File: config.mk
export PLATFORM = sky130hd
export DESIGN_NAME = bcd_add_control
export DESIGN_NICKNAME = d
export VERILOG_FILES = /design/src/rtl/bcd_ctrl_pkg.sv /design/src/rtl/bcd_add_control.sv
export SDC_FILE = /design/constraint.sdc
export NUM_CORES = 1
export LEC_CHECK = 0
export CAP_MARGIN = 20
export CORE_ASPECT_RATIO = 1.1
export CORE_MARGIN = 2
export CORE_UTILIZATION = 30
export DETAILED_ROUTE_END_ITERATION = 6
export GPL_ROUTABILITY_DRIVEN = 0
export PLACE_DENSITY = 0.86
export SYNTH_ARGS = -nofsm -noshare
export SYNTH_HDL_FRONTEND = slang
export SYNTH_SLANG_ARGS = --single-unit
File: constraint.sdc
create_clock -name clk -period 1.5 [get_ports clk]
set_input_delay 0.3 -clock clk [delete_from_list [all_inputs] [get_ports clk]]
set_output_delay 0.3 -clock clk [all_outputs]
set_load 0.1 [all_outputs]
File: src/rtl/bcd_ctrl_pkg.sv
// Shared types and constants for the BCD adder control automaton.
// Digit sums are one bit wider than a BCD digit so the carry-out is visible.
package bcd_ctrl_pkg;

    localparam int BCD_DIGIT_W     = 4;
    localparam int BCD_CORR_THRESH = 10;

    typedef enum logic [3:0] {
        S_IDLE,
        S_LOAD,
        S_LOAD_W,
        S_SUM,
        S_SUM_W,
        S_CHECK,
        S_INC_C,
        S_INC_C_W,
        S_PLUS6,
        S_PLUS6_W,
        S_INC_S,
        S_INC_S_W,
        S_DONE
    } ctrl_state_t;

    // True for both binary overflow (>=16) and the non-decimal range 10..15.
    function automatic logic needs_correction(input logic [BCD_DIGIT_W:0] digit_sum);
        return digit_sum >= (BCD_DIGIT_W + 1)'(BCD_CORR_THRESH);
    endfunction

endpackage

File: src/rtl/bcd_add_control.sv
// Moore control FSM sequencing the n-digit BCD adder datapath: load, per-digit
// add, optional +6 correction, digit advance. Every pulse state has a settle state.
module bcd_add_control
    import bcd_ctrl_pkg::*;
#(
    parameter int N   = 5,
    parameter int S_W = 4
) (
    input  logic                                clk,
    input  logic                                rst,
    input  logic                                start,
    input  logic [S_W-1:0]                      s_in,
    input  logic [N-1:0][BCD_DIGIT_W:0]         C_in,
    output logic                                state_load,
    output logic                                state_sum,
    output logic                                state_inc_c,
    output logic                                state_plus_6_c,
    output logic                                state_inc_s,
    output logic                                busy,
    output logic                                done
);

    ctrl_state_t state_q;
    ctrl_state_t state_d;

    logic                 s_done;
    logic [BCD_DIGIT_W:0] cur_digit;
    logic                 corr;

    assign s_done = (s_in >= S_W'(N));

    // Digit s is processed from the most significant storage slot downwards.
    always_comb begin
        cur_digit = '0;
        for (int i = 0; i < N; i++) begin
            if (s_in == S_W'(N - 1 - i)) begin
                cur_digit = C_in[i];
            end
        end
    end

    assign corr = !s_done && needs_correction(cur_digit);

    always_ff @(posedge clk or posedge rst) begin
        if (rst) begin
            state_q <= S_IDLE;
        end else begin
            state_q <= state_d;
        end
    end

    always_comb begin
        state_d        = S_IDLE;
        state_load     = 1'b0;
        state_sum      = 1'b0;
        state_inc_c    = 1'b0;
        state_plus_6_c = 1'b0;
        state_inc_s    = 1'b0;
        busy           = 1'b0;
        done           = 1'b0;
        case (state_q)
            S_IDLE: begin
                state_d = start ? S_LOAD : S_IDLE;
            end
            S_LOAD: begin
                state_load = 1'b1;
                busy       = 1'b1;
                state_d    = S_LOAD_W;
            end
            S_LOAD_W: begin
                busy    = 1'b1;
                state_d = s_done ? S_DONE : S_SUM;
            end
            S_SUM: begin
                state_sum = 1'b1;
                busy      = 1'b1;
                state_d   = S_SUM_W;
            end
            S_SUM_W: begin
                busy    = 1'b1;
                state_d = S_CHECK;
            end
            S_CHECK: begin
                busy    = 1'b1;
                state_d = corr ? S_INC_C : S_INC_S;
            end
            S_INC_C: begin
                state_inc_c = 1'b1;
                busy        = 1'b1;
                state_d     = S_INC_C_W;
            end
            S_INC_C_W: begin
                busy    = 1'b1;
                state_d = S_PLUS6;
            end
            S_PLUS6: begin
                state_plus_6_c = 1'b1;
                busy           = 1'b1;
                state_d        = S_PLUS6_W;
            end
            S_PLUS6_W: begin
                busy    = 1'b1;
                state_d = S_INC_S;
            end
            S_INC_S: begin
                state_inc_s = 1'b1;
                busy        = 1'b1;
                state_d     = S_INC_S_W;
            end
            S_INC_S_W: begin
                busy    = 1'b1;
                state_d = s_done ? S_DONE : S_SUM;
            end
            S_DONE: begin
                done    = 1'b1;
                busy    = 1'b1;
                state_d = S_IDLE;
            end
            default: begin
                state_d = S_IDLE;
            end
        endcase
    end

endmodule

==> results.cfg, run 1 <==
[yosys]
ys_seq_elements = 4
synth_cell_types = 26
ys_warn_count = 0
synth-seq-area-share = 0.2266
async_flop_share = 1.000
synth_cells = 65
synth_edf_count = 0
syn_area_um2 = 441.7
synth_flop_cell = dfrtp_1
syn_nets = 97
synth_area_per_cell_um2 = 6.795

[grt]
grt_max_degree = 8
grtUsageTotal = 0.2018
grt_pass1_vias = 632
antenna_found_initial = 0
grt_remaining_overflow = 0
grt_pass1_wl_um = 2532

[timing]
tightest_slew_ns = 0.2442
max_clock_freq_mhz = 649.3
final-max-slew-violation-count = 0
fin_crit_sh = 1.027
max_slew_margin = 0.8354
rsz0062_at_grt = true
setup_ws_ns = -0.04008
period_needed_ns = 1.540
setup_violations = 6
fin_hold_ws_ns = 0.2391
skew_ns = 0.005897
hold_viol_final = 0

[cells_and_area]
final_common_cell = clkdlybuf4s50_1
largest_register_ffs = 4
n_antenna_cell = 0
drive_above_1_share = 0.4513
syn_to_final_growth_pct = 150.1
largest_register = state_q
largestRegisters = state_q (4)
final_util = 0.8086
final_nets = 147
final_cell_mix = clkdlybuf4s50_1, buf_4, o21ai_0, buf_12, nor2_4

[detailed_routing]
wl_per_cell_um = 11.85
via_per_inst = 5.310
wirelength_um = 1529
drcViolationCount = 0
antenna_left = 0
drt_iter0_drc = 10
vias = 685
firstDrtPassIters = 4

[clock_network]
cts_sinks = 4
cts.clk_slew.worst_paths_ns = 0.04
cts_buffers = 3
htreeDepth = 1
cts-root-buf = clkbuf_4
cts_tree = yes
clock_latency_ns = 0.24
cts.path.max_buffers = 2

[floorplanning]
start_util = 0.3233
die_h_um = 44.24
ios = 39
dieArea_um2 = 1795
rows = 14
die_w_um = 40.59
fp.coreArea_um2 = 1366

[run_status]
violations = setup timing
outcome = finished with violations

[worst_setup_path]
cp_top_family = flip-flops
crit_cells = 3
crit_fanout = 4
cpPeakStageDelay_ns = 0.44
critical_path_class = reg2out
slowest_stage = dfrtp_2
worstPathRequired_ns = 1.20
path_buf_inv = 2
arrival_ns = 1.24
reg2reg_depth = 5
start_kind = register
path_cells = buf_6 -> nor3_4 -> buf_12
worst_setup_path_end_kind = primary output

[pwr]
p_leak_nw = 0.4585
powerDensity_nw_per_um2 = 2092
ir_worst_vdd_v = 0.0009404
total_power_mw = 2.311

[placed_design]
portBuffers = 33
post-place-ws_ns = -0.2737
post-dp-hpwl_um = 1220

[job]
maxCapViolations = 0

[worst_hold_path]
holdCritPathClass = in2async
final cells by class:
cell class,count,area (µm²)
repair buffers,49,531.8
multi-input cells,51,397.9
fillers,90,261.5
flip-flops and latches,4,105.1
inverters,6,27.53
clock buffers,3,22.52
well taps,16,20.02
report_power, final:
part / switching (mW) / internal (mW)
clock: 0.0471 / 0.0897
combinational: 1.06 / 0.825
sequential: 0.115 / 0.175
layer usage:
metal,wire [µm],up-vias,GRT usage
met5,0,-,0
met4,42,0,0.08000
met3,115,4,0.01508
met2,840,38,0.3841
met1,531,312,0.2132
li1,-,331,-
kinds of logic after synthesis:
family / count (synthesis) / share of synthesized area
flops: 4 / 0.2266
buf+inv: 10 / 0.1020
simple gates: 24 / 0.2522
compound gates: 27 / 0.4193
synth_stat cells, types with 2 or more instances:
| cell | count | share of area |
|---|---|---|
| o21ai_0 | 8 | 0.091 |
| a31oi_1 | 2 | 0.028 |
| nor2_1 | 10 | 0.085 |
| inv_1 | 6 | 0.051 |
| dfrtp_1 | 4 | 0.23 |
| o211ai_1 | 2 | 0.034 |
| clkbuf_1 | 2 | 0.017 |
| a21oi_1 | 5 | 0.057 |
| nor3_1 | 4 | 0.045 |
| nand2_1 | 6 | 0.051 |
through the flow:
stage	setup TNS (ns)	instance area (µm²)	cells
2_1_floorplan	-0.8776	553.0	65
6_report	-0.1485	1105	129
3_3_place_gp	-0.7023	991.0	119
4_1_cts	-0.2378	1070	127
3_5_place_dp	-0.8561	991.0	119
5_1_grt	-0.4137	1105	129
repair_timing:
item | in CTS | in global routing
pin swaps | 5 | 2
setup buffers | 5 | 2
hold endpoints to repair | 0 | 0
hold buffers | 0 | 0
gates cloned | 0 | 0
gates resized for setup | 11 | 7
setup endpoints to repair | 9 | 10
final timing paths:
kind                            start        endpoint  slack, ns
setup / recovery           state_q[1]  state_plus_6_c      -0.04
hold / removal                    rst      state_q[0]       0.24
setup reg to reg           state_q[3]      state_q[3]       0.20
hold reg to reg            state_q[2]      state_q[1]       0.67
max in group asynchronous         rst      state_q[1]       1.09
min in group clk              s_in[0]      state_q[3]       0.60
worst register-to-register path, cell delays in order (launching register included):
cell and delay [ns]:
dfrtp_2 0.44, nand2b_1 0.21, buf_4 0.18, o21ai_0 0.18, a21oi_1 0.11, o41ai_2 0.06
Power figures use the tool's default switching activity.
==> inputs of run 2 (changes only) <==
--- a/config.mk
+++ b/config.mk
@@ -9,9 +9,11 @@
 export CORE_ASPECT_RATIO = 1.1
 export CORE_MARGIN = 2
 export CORE_UTILIZATION = 30
+export CTS_CLUSTER_DIAMETER = 80
 export DETAILED_ROUTE_END_ITERATION = 6
 export GPL_ROUTABILITY_DRIVEN = 0
 export PLACE_DENSITY = 0.86
+export SETUP_SLACK_MARGIN = 0.3
 export SYNTH_ARGS = -nofsm -noshare
 export SYNTH_HDL_FRONTEND = slang
 export SYNTH_SLANG_ARGS = --single-unit
==> results.cfg, run 2 (synthesis results as in run 1) <==
[cells_and_area]
instances_no_fill = 131
largest_register = state_q
final_cell_mix = dlygate4sd2_1, buf_4, o21ai_1
fill_cells = 91
area.sequential_um2 = 105.1
largestRegisters = state_q (4)
multi_input_area_um2 = 426.7
n_antenna_cell = 0
largest_register_ffs = 4
final_common_cell = dlygate4sd2_1
final_nets = 149
syn_to_final_growth_pct = 154.4
drive_above_1_share = 0.5130
final_design_area_no_fill_um2 = 1124

[worst_setup_path]
cpPeakStageDelay_ns = 0.46
ff2ff_setup_slack_ns = 0.08
reg2reg_depth = 5
start_kind = register
worstPathRequired_ns = 1.20
critical_path_class = reg2out
arrival_ns = 1.25
path_cells = buf_6 -> nor3_4 -> buf_12
crit_fanout = 7
worst_setup_path_end_kind = primary output
slowest_stage = dfrtp_2

[job]
maxCapViolations = 0

[detailed_routing]
vias = 703
wl_per_cell_um = 13.50
antenna_left = 0
wirelength_um = 1768
drcViolationCount = 0
via_per_inst = 5.366
drt_iter0_drc = 18
firstDrtPassIters = 5

[run_status]
outcome = finished with violations
violations = setup timing

[grt]
grt_max_degree = 8
grtUsageTotal = 0.2045
grt_pass1_vias = 701
grt_remaining_overflow = 0
antenna_found_initial = 0
grt_pass1_wl_um = 2580

[timing]
setup_violations = 6
max_slew_margin = 0.8266
period_needed_ns = 1.553
hold_viol_final = 0
final-max-slew-violation-count = 0
rsz0062_at_grt = true
skew_ns = 0.002871
fin_crit_sh = 1.035
tightest_slew_ns = 0.2573
max_clock_freq_mhz = 643.8
setup_ws_ns = -0.05322
tns_ns = -0.1671

[pwr]
total_power_mw = 2.451
powerDensity_nw_per_um2 = 2182
ir_worst_vdd_v = 0.001067
p_leak_nw = 0.4947

[clock_network]
cts.path.max_buffers = 2
cts-root-buf = clkbuf_4
htreeDepth = 1
cts.clk_slew.worst_paths_ns = 0.04
cts_sinks = 4
cts_buffers = 3
cts_tree = yes
clock_latency_ns = 0.23

[placed_design]
post-dp-hpwl_um = 1271
portBuffers = 33
postPlaceCellArea_um2 = 998.5
place_inst = 119

[floorplanning]
dieArea_um2 = 1795
rows = 14
start_util = 0.3233
die_h_um = 44.24
fp.coreArea_um2 = 1366
die_w_um = 40.59
ios = 39

[worst_hold_path]
holdCritPathClass = in2async
[run 2: cell types whose count changed in the layout (fill, tap and decap cells not counted), moves of 3 or more]
cell             before  now
o21ai_0               7    1
buf_6                 2    6
clkdlybuf4s50_1      23    2
o21ai_1               2    8
buf_2                 0    3
clkdlybuf4s15_1       0    4
dlygate4sd2_1         1   17
[run 2: timing repair]
action	4_1_cts	5_1_grt
setup endpoints to repair	11	11
hold buffers	0	0
endpoints found under the hold margin	0	0
pin swaps	25	6
resized for setup	58	9
setup buffers	6	3
[run 2: critical path, delay by kind of cell (launching register included)]
kind          cells  cell delay (ns)
flops             1             0.46
simple gates      1             0.20
buf+inv           2             0.35
[run 2: worst paths after layout]
| check | start | to |
|---|---|---|
| max | state_q[1] | state_plus_6_c |
| min | rst | state_q[1] |
| max reg2reg | state_q[1] | state_q[2] |
| min reg2reg | state_q[3] | state_q[1] |
| max in group asynchronous | rst | state_q[2] |
| min in group clk | s_in[0] | state_q[3] |
[run 2: area by class of cell]
cell class	instances	share of cell area
repair buffers	51	0.4644
multi-input cells	51	0.3797
well taps	16	0.01782
inverters	6	0.02450
clock buffers	3	0.02004
flip-flops and latches	4	0.09354
[run 2: stage by stage]
step / util / worst slack, ns / hold slack, ns
after global routing: 0.8223 / -0.09125 / 0.2484
after CTS: 0.7811 / -0.05164 / 0.2507
after global placement: 0.7308 / -0.2100 / 0.4845
after detailed placement: 0.7308 / -0.2466 / 0.4950
after floorplan: - / -0.2266 / 0.06608
final: 0.8223 / -0.05322 / 0.2458
[run 2: power by group]
group	switching (mW)	internal (mW)	total [mW]
sequential	0.146	0.175	0.321
combinational	1.11	0.890	2.00
clock	0.0403	0.0892	0.130
[run 2: per-layer routing]
layer,routed length [µm],part of all wire,global-route usage,vias up
met5,0,0,0,-
met4,7,0.0040,0.03333,0
met3,143,0.081,0.04523,2
met2,984,0.56,0.4063,48
met1,632,0.36,0.2031,316
li1,-,-,-,337
